==> src/rtl/uvma_clk_ctrl_pkg.sv <==
// ---------------------------------------------------------------------------
// uvma_clk_ctrl_pkg
// Shared types for the uvma_clk_ctrl clock scheduler.
//   cmd_op_t    : command opcodes carried on cmd_op
//   state_t     : scheduler FSM states
//   cmd_illegal : classifies a command as rejected (err) or acceptable
// ---------------------------------------------------------------------------
package uvma_clk_ctrl_pkg;

  typedef enum logic [1:0] {
    START    = 2'd0,
    STOP     = 2'd1,
    SET_HALF = 2'd2,
    RSVD     = 2'd3
  } cmd_op_t;

  typedef enum logic [1:0] {
    IDLE        = 2'd0,
    RUN         = 2'd1,
    PEND_STOP   = 2'd2,
    PEND_RELOAD = 2'd3
  } state_t;

  // A zero half-period only matters for the ops that carry one; STOP ignores cmd_half.
  function automatic logic cmd_illegal(input cmd_op_t op, input logic half_zero);
    return (op == RSVD) || (half_zero && ((op == START) || (op == SET_HALF)));
  endfunction

endpackage

==> src/rtl/uvma_clk_ctrl_div_cnt.sv <==
// ---------------------------------------------------------------------------
// uvma_clk_ctrl_div_cnt
// Half-period down counter plus the clk_out toggle register.
//   clk      in   source clock
//   reset    in   asynchronous active-high reset (cnt=0, clk_out=0)
//   en       in   counting enabled (scheduler not idle)
//   load     in   toggle clk_out and reload cnt with load_val
//   load_val in   reload value (half-period in source cycles, >= 1)
//   evt      out  toggle event: en and cnt==1
//   clk_out  out  generated clock
// clk_out only ever changes by inverting: it is low whenever the scheduler
// is idle, so START is a rising toggle and a completed STOP a falling one.
// ---------------------------------------------------------------------------
module uvma_clk_ctrl_div_cnt
  import uvma_clk_ctrl_pkg::*;
#(
  parameter int CNT_W = 16
) (
  input  logic             clk,
  input  logic             reset,
  input  logic             en,
  input  logic             load,
  input  logic [CNT_W-1:0] load_val,
  output logic             evt,
  output logic             clk_out
);

  logic [CNT_W-1:0] cnt;

  assign evt = en && (cnt == CNT_W'(1));

  // The owner always asserts load on evt, so the decrement guard only keeps
  // cnt from ever wrapping below 1.
  always_ff @(posedge clk or posedge reset) begin
    if (reset) begin
      cnt     <= '0;
      clk_out <= 1'b0;
    end else if (load) begin
      cnt     <= load_val;
      clk_out <= ~clk_out;
    end else if (en && (cnt > CNT_W'(1))) begin
      cnt <= cnt - CNT_W'(1);
    end
  end

endmodule

==> src/rtl/uvma_clk_ctrl.sv <==
// ---------------------------------------------------------------------------
// uvma_clk_ctrl
// Clock scheduler: generates, starts, stops and re-times a derived clock.
// Commands arrive over a valid/ready handshake; STOP and SET_HALF take
// effect only on phase boundaries so clk_out never glitches or parks high.
//   clk        in   source clock
//   reset      in   asynchronous active-high reset
//   cmd_valid  in   command request
//   cmd_ready  out  command accepted when cmd_valid & cmd_ready
//   cmd_op     in   0 START, 1 STOP, 2 SET_HALF, 3 reserved
//   cmd_half   in   half-period for START/SET_HALF (0 rejected)
//   done       out  1-cycle pulse: accepted command took effect
//   err        out  1-cycle pulse: command rejected, no state change
//   clk_out    out  generated clock
//   running    out  high while clk_out toggles (RUN or PEND_*)
//   half_o     out  currently applied half-period
//   cyc_cnt    out  rising edges of clk_out since reset
//                   (only when UVMA_CLK_CTRL_CYC_CNT_EN is defined)
// ---------------------------------------------------------------------------
module uvma_clk_ctrl
  import uvma_clk_ctrl_pkg::*;
#(
  parameter int CNT_W        = 16,
  parameter int DEFAULT_HALF = 1
`ifdef UVMA_CLK_CTRL_CYC_CNT_EN
  ,
  parameter int CYC_CNT_W    = 32
`endif
) (
  input  logic                 clk,
  input  logic                 reset,
  input  logic                 cmd_valid,
  output logic                 cmd_ready,
  input  logic [1:0]           cmd_op,
  input  logic [CNT_W-1:0]     cmd_half,
  output logic                 done,
  output logic                 err,
  output logic                 clk_out,
  output logic                 running,
`ifdef UVMA_CLK_CTRL_CYC_CNT_EN
  output logic [CYC_CNT_W-1:0] cyc_cnt,
`endif
  output logic [CNT_W-1:0]     half_o
);

  cmd_op_t          op;
  state_t           state;
  logic [CNT_W-1:0] pend;
  logic             acc;
  logic             bad;
  logic             good;
  logic             start;
  logic             en;
  logic             evt;
  logic             load;
  logic [CNT_W-1:0] load_val;

  assign op        = cmd_op_t'(cmd_op);
  assign cmd_ready = ~reset & ((state == IDLE) | (state == RUN));
  assign acc       = cmd_valid & cmd_ready;
  assign bad       = cmd_illegal(op, cmd_half == '0);
  assign good      = acc & ~bad;
  assign start     = good & (state == IDLE) & (op == START);
  assign en        = (state != IDLE);
  assign running   = en;
  assign load      = start | evt;

  // START is the only load while idle; a pending reload takes effect on the
  // first event after it was captured, every other event reuses half_o.
  always_comb begin
    load_val = half_o;
    if (start) begin
      load_val = cmd_half;
    end else if (state == PEND_RELOAD) begin
      load_val = pend;
    end
  end

  uvma_clk_ctrl_div_cnt #(
    .CNT_W (CNT_W)
  ) u_div_cnt (
    .clk      (clk),
    .reset    (reset),
    .en       (en),
    .load     (load),
    .load_val (load_val),
    .evt      (evt),
    .clk_out  (clk_out)
  );

  // Pending half-period is plain data: only read in PEND_RELOAD, which is
  // always entered together with a fresh capture.
  always_ff @(posedge clk) begin
    if (good && (state == RUN) && (op == SET_HALF)) begin
      pend <= cmd_half;
    end
  end

  always_ff @(posedge clk or posedge reset) begin
    if (reset) begin
      state  <= IDLE;
      half_o <= CNT_W'(DEFAULT_HALF);
      done   <= 1'b0;
      err    <= 1'b0;
    end else begin
      done <= 1'b0;
      err  <= acc & bad;
      case (state)
        IDLE: begin
          if (good) begin
            done <= 1'b1;
            if (op != STOP) begin
              half_o <= cmd_half;
            end
            if (op == START) begin
              state <= RUN;
            end
          end
        end
        RUN: begin
          if (good) begin
            case (op)
              START:    done  <= 1'b1;
              SET_HALF: state <= PEND_RELOAD;
              STOP: begin
                // Stop now if clk_out is low and stays low, or if this very
                // cycle is the falling toggle; otherwise wait for the fall.
                if (clk_out == evt) begin
                  state <= IDLE;
                  done  <= 1'b1;
                end else begin
                  state <= PEND_STOP;
                end
              end
              default: ;
            endcase
          end
        end
        PEND_RELOAD: begin
          if (evt) begin
            half_o <= pend;
            state  <= RUN;
            done   <= 1'b1;
          end
        end
        PEND_STOP: begin
          if (evt && clk_out) begin
            state <= IDLE;
            done  <= 1'b1;
          end
        end
        default: state <= IDLE;
      endcase
    end
  end

`ifdef UVMA_CLK_CTRL_CYC_CNT_EN
  // Counted on the same edge clk_out rises, so both move together.
  always_ff @(posedge clk or posedge reset) begin
    if (reset) begin
      cyc_cnt <= '0;
    end else if (load && !clk_out) begin
      cyc_cnt <= cyc_cnt + CYC_CNT_W'(1);
    end
  end
`endif

endmodule
==> config.mk <==
export PLATFORM = sky130hd
export DESIGN_NAME = uvma_clk_ctrl
export DESIGN_NICKNAME = d
export VERILOG_FILES = /design/src/rtl/uvma_clk_ctrl_pkg.sv /design/src/rtl/uvma_clk_ctrl_div_cnt.sv /design/src/rtl/uvma_clk_ctrl.sv
export SDC_FILE = /design/constraint.sdc
export NUM_CORES = 1
export LEC_CHECK = 0
export CORE_AREA = 2 2 88 112
export CTS_CLUSTER_DIAMETER = 40
export CTS_CLUSTER_SIZE = 12
export DETAILED_ROUTE_END_ITERATION = 16
export DIE_AREA = 0 0 90 114
export GPL_ROUTABILITY_DRIVEN = 0
export PLACE_DENSITY = 0.57
export SLEW_MARGIN = 20
export SYNTH_ARGS = -nofsm -noshare
export SYNTH_HDL_FRONTEND = slang
export SYNTH_SLANG_ARGS = --single-unit
==> constraint.sdc <==
create_clock -name clk -period 3 [get_ports clk]
set_clock_uncertainty 0.2 [all_clocks]
set_input_delay 0.3 -clock clk [delete_from_list [all_inputs] [get_ports clk]]
set_output_delay 0.3 -clock clk [all_outputs]
set_load 0.02 [all_outputs]
Yosys cells after proc, flatten, opt, wreduce, memory -nomap -nowiden
Index checks and enable logic that the tools add are counted.
{"block": "word_totals", "reg_bits": 53, "elab_cells": 75, "output_inout_bits": 21}
{"block": "classes", "add_sub_neg": 1, "bitwise": 11, "magnitude_cmp": 1, "n_eq_ne": 16, "muxes": 23, "reduce_logical": 16}
{"operator": "2-to-1 mux 16 bit", "count": 7}
{"operator": "one-hot mux 16 bit (2 select lines)", "count": 1}
{"operator": "== test 16 x 1 -> 1 bit, second input constant", "count": 1}
{"operator": "greater-than comparator 16 x 1 -> 1 bit, second input constant", "count": 1}
{"operator": "logical NOT 16 bit", "count": 1}
{"operator": "subtractor 16 x 1 -> 16 bit, second input constant", "count": 1}
{"operator": "2-to-1 mux 2 bit", "count": 6}
{"operator": "== test 2 bit, second input constant", "count": 4}
{"operator": "inequality test 2 bit, second input constant", "count": 4}
{"operator": "one-hot mux 2 bit (4 select lines)", "count": 1}
{"operator": "bitwise AND 1 bit", "count": 6}
{"operator": "logical AND 1 bit", "count": 6}
{"operator": "inequality test 2 x 1 -> 1 bit, second input constant", "count": 3}
{"operator": "AND reduction 6 bit", "count": 1}
{"operator": "nonzero test 2 bit", "count": 3}
{"operator": "2-to-1 mux 1 bit", "count": 5}
{"operator": "== test 2 x 1 -> 1 bit, second input constant", "count": 2}
{"operator": "logical NOT 2 bit", "count": 2}
{"operator": "one-hot mux 1 bit (4 select lines)", "count": 1}
{"operator": "one-hot mux 2 bit (2 select lines)", "count": 1}
{"operator": "AND reduction 4 bit", "count": 1}
{"operator": "inequality test 3 x 1 -> 1 bit, second input constant", "count": 1}
{"operator": "inverter 1 bit", "count": 3}
{"operator": "logical OR 1 bit", "count": 2}
{"operator": "3 further kinds", "count": 4}

Depth between registers and ports, before layout
Gate-level depths: netlist of the first run.
{"block": "depth", "word_depth": 10, "depth_mapped": 12, "mapped_depth_nobuf": 10}

Modules after synthesis
A second synthesis of the first run with hierarchy kept.
{"block": "hier_totals", "cells_unflattened": 274, "area_unflattened_um2": 3111.7}
{"mod": "uvma_clk_ctrl", "cells_per_inst": 144, "seq_area_each_um2": 982.2, "area_each_um2": 1936.9, "instances": 1}
{"mod": "uvma_clk_ctrl_div_cnt", "cells_per_inst": 130, "seq_area_each_um2": 425.4, "area_each_um2": 1174.9, "instances": 1}

Worst setup path before layout of the first run
Ideal clock, no wire load.
{"block": "synth_timing", "path_kind": "register to register", "startpoint": "register state[0]", "endpoint": "register state[0]", "t_required_ps": 2721, "arrival_ps": 2430, "stages_incl_launch_ff": 13, "path_buffers": 2, "period_less_slack_ps": 2709, "slack_ps": 291, "path_cell_list": "dfrtp_1 -> inv_1 -> ha_1 -> clkbuf_1 -> nor4b_1 -> and4_1 -> buf_2 -> ha_1 -> nor2b_1 -> a21oi_1 -> o221ai_1 -> a211oi_1 -> mux2i_1"}
{"block": "synth_between", "elab_chain_cells": 7, "word_cells_on_any_way": 19, "classes_between": "eq/ne (9); mux (1); bitwise (4); reduce/logical (5)"}
{"item": "from (decl)", "line_no": "uvma_clk_ctrl.sv:47", "rtl": "state_t state;"}
{"item": "from (signal assigned)", "line_no": "uvma_clk_ctrl.sv:101", "rtl": "state <= IDLE;"}
{"item": "from (signal assigned)", "line_no": "uvma_clk_ctrl.sv:116", "rtl": "state <= RUN;"}
{"item": "from (signal assigned)", "line_no": "uvma_clk_ctrl.sv:124", "rtl": "SET_HALF: state <= PEND_RELOAD;"}
{"item": "== test 2 x 1 -> 1 bit / logical NOT 2 bit (equally long branches)", "line_no": "uvma_clk_ctrl.sv:59, uvma_clk_ctrl.sv:108"}
{"item": "bitwise OR 1 bit", "line_no": "uvma_clk_ctrl.sv:59", "rtl": "assign cmd_ready = ~reset & ((state == IDLE) | (state == RUN));"}
{"item": "bitwise AND 1 bit", "line_no": "uvma_clk_ctrl.sv:59"}
{"item": "bitwise AND 1 bit", "line_no": "uvma_clk_ctrl.sv:60", "rtl": "assign acc = cmd_valid & cmd_ready;"}
{"item": "bitwise AND 1 bit", "line_no": "uvma_clk_ctrl.sv:62", "rtl": "assign good = acc & ~bad;"}
{"item": "inequality test 2 bit (no source line)"}
{"item": "AND reduction 6 bit (no source line)"}
Several ways; a longest one is shown, not always the timed one.
A chain may end at the register's enable or synchronous reset.

Worst setup path after layout of the first run
{"block": "layout_timing", "startpoint": "register state[0]", "endpoint": "register u_div_cnt.cnt[7]"}
{"block": "layout_between", "elab_chain_cells": 9, "word_cells_on_any_way": 17, "classes_between": "eq/ne (2); mux (3); bitwise (7); reduce/logical (5)"}
{"item": "== test 2 x 1 -> 1 bit / logical NOT 2 bit (equally long branches)", "line_no": "uvma_clk_ctrl.sv:59, uvma_clk_ctrl.sv:63"}
{"item": "bitwise OR 1 bit", "line_no": "uvma_clk_ctrl.sv:59"}
{"item": "bitwise AND 1 bit", "line_no": "uvma_clk_ctrl.sv:59"}
{"item": "bitwise AND 1 bit", "line_no": "uvma_clk_ctrl.sv:60"}
{"item": "bitwise AND 1 bit", "line_no": "uvma_clk_ctrl.sv:62"}
{"item": "bitwise AND 1 bit (2 in a row)", "line_no": "uvma_clk_ctrl.sv:63", "rtl": "assign start = good & (state == IDLE) & (op == START);"}
{"item": "2-to-1 mux 16 bit / bitwise OR 1 bit (equally long branches)", "line_no": "uvma_clk_ctrl.sv:72, uvma_clk_ctrl.sv:66"}
{"item": "2-to-1 mux 16 bit / nonzero test 2 bit (equally long branches)"}
{"item": "to (signal assigned)", "line_no": "uvma_clk_ctrl_div_cnt.sv:39", "rtl": "cnt <= load_val;"}
{"item": "to (signal assigned)", "line_no": "uvma_clk_ctrl_div_cnt.sv:42", "rtl": "cnt <= cnt - CNT_W'(1);"}
{"item": "to (decl)", "line_no": "uvma_clk_ctrl_div_cnt.sv:28", "rtl": "logic [CNT_W-1:0] cnt;"}
Several ways; a longest one is shown, not always the timed one.

==> flow_metrics.py, run 1 <==
metrics = {
    "timing": {
        "fin_crit_sh_pct": 91.16,
        "rsz0062_at_grt": "no",
        "finalCriticalPeriod_ps": 2735,
        "report.final.hold_viol_count": 0,
        "final.setup.worst_slack_ps": 265.1,
        "worstMarginPinSlew_ps": 802.3,
        "max_clock_freq_mhz": 365.6,
        "slew_violations": 0,
        "fin_hold_ws_ps": 279.0,
        "tns_ps": 0,
        "final-setup-viol-count": 0,
        "slew_headroom_pct": 45.81,
    },
    "worst_setup_path": {
        "critPathTopFamily": "compound AO/OA/AOI/OAI gates",
        "path_cells": "inv_1, ha_1, inv_1, or4_1, o21ai_1, buf_4, o21ai_0, a22o_1",
        "critPathMostFrequentCell": "inv_1",
        "slowest_stage": "or4_1",
        "start_kind": "flop",
        "critical_path_class": "flop to flop",
        "max_stage_delay_ps": 610,
        "cp.arrival_ps": 2720,
        "cp-end-kind": "flop",
        "crit_fanout": 12,
        "cp.required_ps": 2990,
        "path_buf_inv": 3,
    },
    "finish": {
        "drive_gt1_share_pct": 18.88,
        "n_antenna_cell": 0,
        "fin_util_pct": 43.31,
        "final_nets": 403,
        "area_growth_pct": 27.55,
    },
    "global_routing": {
        "antenna_found_initial": 0,
        "grt_pass1_vias": 2704,
        "grt.overflow.total": 0,
        "grt_max_degree": 38,
        "busiest_layer": "met2",
        "use_met3_pct": 2.378,
        "grt_use_met2_pct": 30.13,
        "grt_use_met1_pct": 22.45,
        "grt_pass1_wl_mm": 14.14,
        "track_usage_pct": 17.35,
    },
    "clocking": {
        "cts_tree": "done",
        "cts_buffers": 5,
        "clock_latency_ps": 300,
        "clk_pin_slew_ps": 70,
        "cts.sinks": 53,
        "clockBufferDepth": 2,
        "htree_levels": 2,
        "clk_root_buffer_cell": "clkbuf_16",
    },
    "floorplan": {
        "die_area_um2": 10260,
        "rows": 40,
        "core_um2": 9309,
        "ios": 42,
        "die_h_um": 114,
        "start_util_pct": 33.95,
        "chipWidth_um": 90,
    },
    "logic_synthesis": {
        "async_flop_share_pct": 69.81,
        "syn_nets": 347,
        "ys_ff_latch": 53,
        "synth_edf_count": 16,
        "syn_avg_cell_area_um2": 9.908,
        "ys_types": 53,
        "synth_top_cell_by_area": "dfrtp_1",
        "syn-cell-area_um2": 3161,
        "synth_cells": 319,
        "synth_top_area_share_pct": 28.50,
        "synth-seq-area-share_pct": 44.54,
        "yosysWarnings": 0,
        "synthTopCellsByArea": "dfrtp_1 29%, edfxtp_1 15%, mux2_2 9.3%",
        "synthFlopType": "dfrtp_1",
    },
    "route": {
        "dr.first_iter.drc_count": 110,
        "wirelength_mm": 8.549,
        "vias": 2703,
        "drc": 0,
        "ant_nets": 0,
        "dr.pass1.iters": 4,
        "wl_per_cell_um": 17.03,
        "via_per_inst": 5.384,
    },
    "power": {
        "leakage_nw": 1.553,
        "total_power_mw": 3.366,
        "powerDensity_nw_per_um2": 835.1,
        "max-vdd-ir-drop_uv": 415.7,
    },
    "placement": {
        "post-dp-hpwl_mm": 6.260,
        "post-place-ws_ps": 36.07,
        "portBuffers": 41,
    },
    "run_status": {
        "outcome": "complete, no violations",
    },
    "job": {
        "cap_viol_max_count": 0,
    },
    "worst_hold_path": {
        "hp-class": "input pin to asynchronous set/reset pin",
    },
}
metrics by stage:
stage                     cell area [um2]  instances
final                                4031        502
after floorplan                      3161        319
after CTS                            4011        502
after global placement               3871        494
after global routing                 4031        502
after detailed placement             3871        494
power by group:
part | leakage, nW | internal, mW | switching [mW]
clock network | 0.0641 | 0.311 | 0.263
registers | 0.584 | 0.990 | 0.272
logic | 0.906 | 0.757 | 0.773
worst min-delay path, delay by kind of cell:
kind	cells	cell delay [ps]
buffers and inverters	3	930
flip-flops by register name (all words and copies together) (netlist names):
register and cells:
u_div_cnt.cnt 16, half_o 16, u_div_cnt.clk_out 1, err 1
pend 16, state 2, done 1
cells by family after synthesis:
family / count (synthesis) / share of synthesized area (%)
adders and majority gates: 7 / 2.771
xor gates and xnor gates: 1 / 0.2772
buffers and inverters: 41 / 5.700
AOI/OAI and AO/OA: 82 / 17.10
DFF: 53 / 44.54
and+or+nand+nor: 97 / 16.55
muxes: 38 / 13.06
layout by cell type, fill, tap and decap left out, types with 3 or more instances in the layout:
| cell | Yosys | routed |
|---|---|---|
| o211ai_1 | 3 | 3 |
| or3_1 | 4 | 4 |
| nand3_1 | 8 | 8 |
| clkdlybuf4s50_1 | 0 | 41 |
| a32oi_1 | 3 | 3 |
| nand2_1 | 17 | 17 |
| nor3_1 | 9 | 9 |
| ha_1 | 7 | 7 |
| a21o_1 | 3 | 3 |
| mux2_2 | 26 | 26 |
| buf_12 | 0 | 3 |
| inv_1 | 22 | 22 |
| clkbuf_16 | 0 | 5 |
| a31oi_1 | 3 | 3 |
| buf_4 | 2 | 24 |
| nand2b_1 | 4 | 4 |
| edfxtp_1 | 16 | 16 |
| nor2_1 | 25 | 25 |
| mux2i_1 | 12 | 12 |
| and4_1 | 4 | 4 |
| nor4_1 | 12 | 12 |
| a22o_1 | 5 | 5 |
| or4_4 | 4 | 4 |
| a21oi_1 | 15 | 15 |
| o21ai_0 | 26 | 26 |
| dfrtp_1 | 36 | 36 |
final timing paths:
path,startpoint,to,slack (ps),depth (start not counted)
hold / removal,reset,u_div_cnt.clk_out$_DFFE_PP0N_,280,3
hold reg to reg,half_o[5]$_DFFE_PP0P_,half_o[5]$_DFFE_PP0P_,340,1
setup reg to reg,state[0]$_DFFE_PP0P_,u_div_cnt.cnt[7]$_DFFE_PP0P_,270,8
setup / recovery,state[0]$_DFFE_PP0P_,u_div_cnt.cnt[7]$_DFFE_PP0P_,270,8
min in group clk,half_o[5]$_DFFE_PP0P_,half_o[5]$_DFFE_PP0P_,340,1
max in group asynchronous,reset,half_o[0]$_DFFE_PP1P_,1930,3
final cells by class:
class / count / area [um2]
clock inverter: 1 / 7.507
tap: 126 / 157.7
fill: 918 / 5278
inverter: 22 / 82.58
timing repair buffer: 68 / 650.6
multi-input combinational: 225 / 1593
sequential: 53 / 1408
clock buffer: 7 / 132.6
synth_stat cells, types with 3 or more instances:
| master | count |
|---|---|
| nor4_1 | 12 |
| a21o_1 | 3 |
| nor3_1 | 9 |
| or4_4 | 4 |
| a21oi_1 | 15 |
| buf_2 | 3 |
| nor2_1 | 25 |
| o211ai_1 | 3 |
| dfrtp_1 | 36 |
| mux2_2 | 26 |
| edfxtp_1 | 16 |
| or3_1 | 4 |
| mux2i_1 | 12 |
| nand2b_1 | 4 |
| a32oi_1 | 3 |
| o21ai_0 | 26 |
| nand2_1 | 17 |
| and4_1 | 4 |
| a31oi_1 | 3 |
| a22o_1 | 5 |
| nand3_1 | 8 |
| a211oi_1 | 3 |
| clkbuf_1 | 12 |
| inv_1 | 22 |
| ha_1 | 7 |
routing by layer:
layer  routed length [um]  vias to the layer above
li1                     -                     1307
met1                 3849                     1324
met2                 4297                       62
met3                  258                       10
met4                  144                        0
met5                    0                        -
repair_timing:
| item | 4_1_cts | 5_1_grt |
|---|---|---|
| gates resized for setup | 0 | 3 |
| setup buffers | 0 | 0 |
| endpoints found under the setup margin | 0 | 17 |
| hold buffers | 0 | 0 |
No activity file was read; power rests on OpenSTA's default activity.
==> inputs of run 2 (changes only) <==
==> constraint.sdc (replaced) <==
create_clock -name clk -period 3.2 [get_ports clk]
set_clock_uncertainty 0.2 [all_clocks]
set_input_delay 0.32 -clock clk [delete_from_list [all_inputs] [get_ports clk]]
set_output_delay 0.32 -clock clk [all_outputs]
set_load 0.02 [all_outputs]
==> run 2 against run 1 <==
  * Total power is 6.8% lower
  * Utilization is 1.0 points lower
  * Cell area is 2.3% lower
  * Critical path depth is 2 higher
  * Sequential share of layout area is 0.83 points higher
  * First-iteration DRC count is 65% higher
  * Sequential power is 6% lower
  * Highest routed layer unchanged
==> flow_metrics.py, run 2 (synthesized netlist as in run 1, its figures left out) <==
metrics = {
    "finish": {
        "fillers": 929,
        "fin_area_um2": 3938,
        "top_regs": "half_o (16), pend (16), u_div_cnt.cnt (16)",
        "layout_commonest_cell": "clkdlybuf4s50_1",
        "final_cell_mix": "41 x clkdlybuf4s50_1, 36 x dfrtp_1, 26 x o21ai_0, 26 x mux2_2, 25 x nor2_1",
        "final_nets": 396,
        "drive_gt1_share_pct": 17.34,
        "n_antenna_cell": 0,
        "area_growth_pct": 24.58,
    },
    "floorplan": {
        "rows": 40,
        "chipWidth_um": 90,
        "die_h_um": 114,
        "die_area_um2": 10260,
        "ios": 42,
        "start_util_pct": 33.95,
        "core_um2": 9309,
    },
    "worst_setup_path": {
        "slowest_stage": "a211oi_1",
        "critPathMostFrequentCell": "ha_1",
        "r2r.worst_path.cells": 10,
        "critical_path_class": "flop to flop",
        "crit_fanout": 11,
        "cp.arrival_ps": 2970,
        "start_kind": "flop",
        "path_cells": "inv_1, ha_1, nor4b_2, and4_1, ha_1, nor2b_1, a21oi_1, o221ai_1, a211oi_1, mux2i_1",
        "cp-end-kind": "flop",
        "max_stage_delay_ps": 400,
        "cp.required_ps": 3220,
    },
    "clocking": {
        "clock_latency_ps": 290,
        "clockBufferDepth": 2,
        "cts_setup_buffers": 0,
        "clk_root_buffer_cell": "clkbuf_16",
        "cts_buffers": 5,
        "clk_pin_slew_ps": 70,
        "cts.sinks": 53,
        "cts_tree": "done",
        "htree_levels": 2,
    },
    "placement": {
        "portBuffers": 41,
        "placement.cell_area_um2": 3781,
        "post-dp-hpwl_mm": 6.432,
    },
    "timing": {
        "report.final.hold_viol_count": 0,
        "finalCriticalPeriod_ps": 2956,
        "slew_violations": 0,
        "worstMarginPinSlew_ps": 848.0,
        "fin_crit_sh_pct": 92.38,
        "max_clock_freq_mhz": 338.3,
        "rsz0062_at_grt": "no",
        "tns_ps": 0,
        "slew_headroom_pct": 43.46,
        "final-setup-viol-count": 0,
    },
    "route": {
        "drc": 0,
        "vias": 2658,
        "ant_nets": 0,
        "dr.pass1.iters": 4,
        "wl_per_cell_um": 17.56,
        "dr.first_iter.drc_count": 181,
        "wirelength_mm": 8.694,
        "via_per_inst": 5.370,
    },
    "power": {
        "max-vdd-ir-drop_uv": 405.8,
        "powerDensity_nw_per_um2": 796.7,
        "leakage_nw": 1.513,
    },
    "worst_hold_path": {
        "hp-class": "input pin to asynchronous set/reset pin",
    },
    "global_routing": {
        "grt_pass1_wl_mm": 14.00,
        "grt_pass1_vias": 2649,
        "track_usage_pct": 17.43,
        "antenna_found_initial": 0,
        "grt_max_degree": 33,
        "grt.overflow.total": 0,
    },
    "job": {
        "cap_viol_max_count": 0,
    },
    "run_status": {
        "outcome": "complete, no violations",
    },
}
[run 2: cell count changes in the layout (fill, tap and decap cells not counted), sizes merged]
cell	delta
buf	-7
inv	+1
clkinv	+1
clkinvlp	-1
clkbuf	-1
[run 2: cell type report]
| cell class | instances | area (um2) | area share (%) |
|---|---|---|---|
| repair buffers | 61 | 560.5 | 14.24 |
| multi-input cells | 225 | 1587 | 40.29 |
| well taps | 126 | 157.7 | 4.004 |
| flip-flops and latches | 53 | 1408 | 35.75 |
| inverters | 22 | 82.58 | 2.097 |
| clock buffers | 6 | 128.9 | 3.273 |
| clock inverters | 2 | 13.76 | 0.3495 |
[run 2: final timing paths]
kind                                                    start                             to  slack (ps)
worst max-delay path                     state[0]$_DFFE_PP0P_           state[0]$_DFFE_PP0P_         240
worst min-delay path                                    reset  u_div_cnt.clk_out$_DFFE_PP0N_          80
worst max register to register           state[0]$_DFFE_PP0P_           state[0]$_DFFE_PP0P_         240
worst min register to register  u_div_cnt.clk_out$_DFFE_PP0N_  u_div_cnt.clk_out$_DFFE_PP0N_         310
max in group asynchronous                               reset          half_o[0]$_DFFE_PP1P_        1990
min in group clk                u_div_cnt.clk_out$_DFFE_PP0N_  u_div_cnt.clk_out$_DFFE_PP0N_         310
[run 2: worst max-delay path: cells and delay by family, from the launching register on]
kind                       cells  cell delay (ps)
DFF                            1              380
buffers and inverters          1               90
adders and majority gates      2              570
muxes                          1              250
and+or+nand+nor                3              770
AOI/OAI and AO/OA              3              630
[run 2: through the flow]
step | util (%) | instances | hold WS [ps] | worst slack, ps | power [mW]
final | 42.30 | 495 | 77.42 | 243.8 | 3.137
after global routing | 42.30 | 495 | 100.7 | 18.67 | 3.349
after CTS | 42.15 | 495 | 79.95 | 131.9 | 3.157
after detailed placement | 40.62 | 487 | 315.0 | 158.9 | 2.600
after global placement | 40.62 | 487 | 314.8 | 167.4 | 2.580
after floorplan | - | 319 | 218.9 | 490.8 | 2.048
[run 2: power breakdown]
| part | switching, mW | internal, mW |
|---|---|---|
| sequential | 0.252 | 0.928 |
| combinational | 0.725 | 0.686 |
| clock | 0.252 | 0.293 |
| total | 1.23 | 1.91 |
[run 2: metal layers]
metal / track usage, % / share of wire [%]
met5: 0 / 0
met2: 31.03 / 52
met3: 2.840 / 3.6
met4: 7.590 / 1.8
met1: 20.84 / 42
[run 2: repair_timing]
| item | in CTS | in global routing |
|---|---|---|
| setup endpoints to repair | 0 | 3 |
| hold buffers | 0 | 0 |
| gates resized for setup | 0 | 2 |
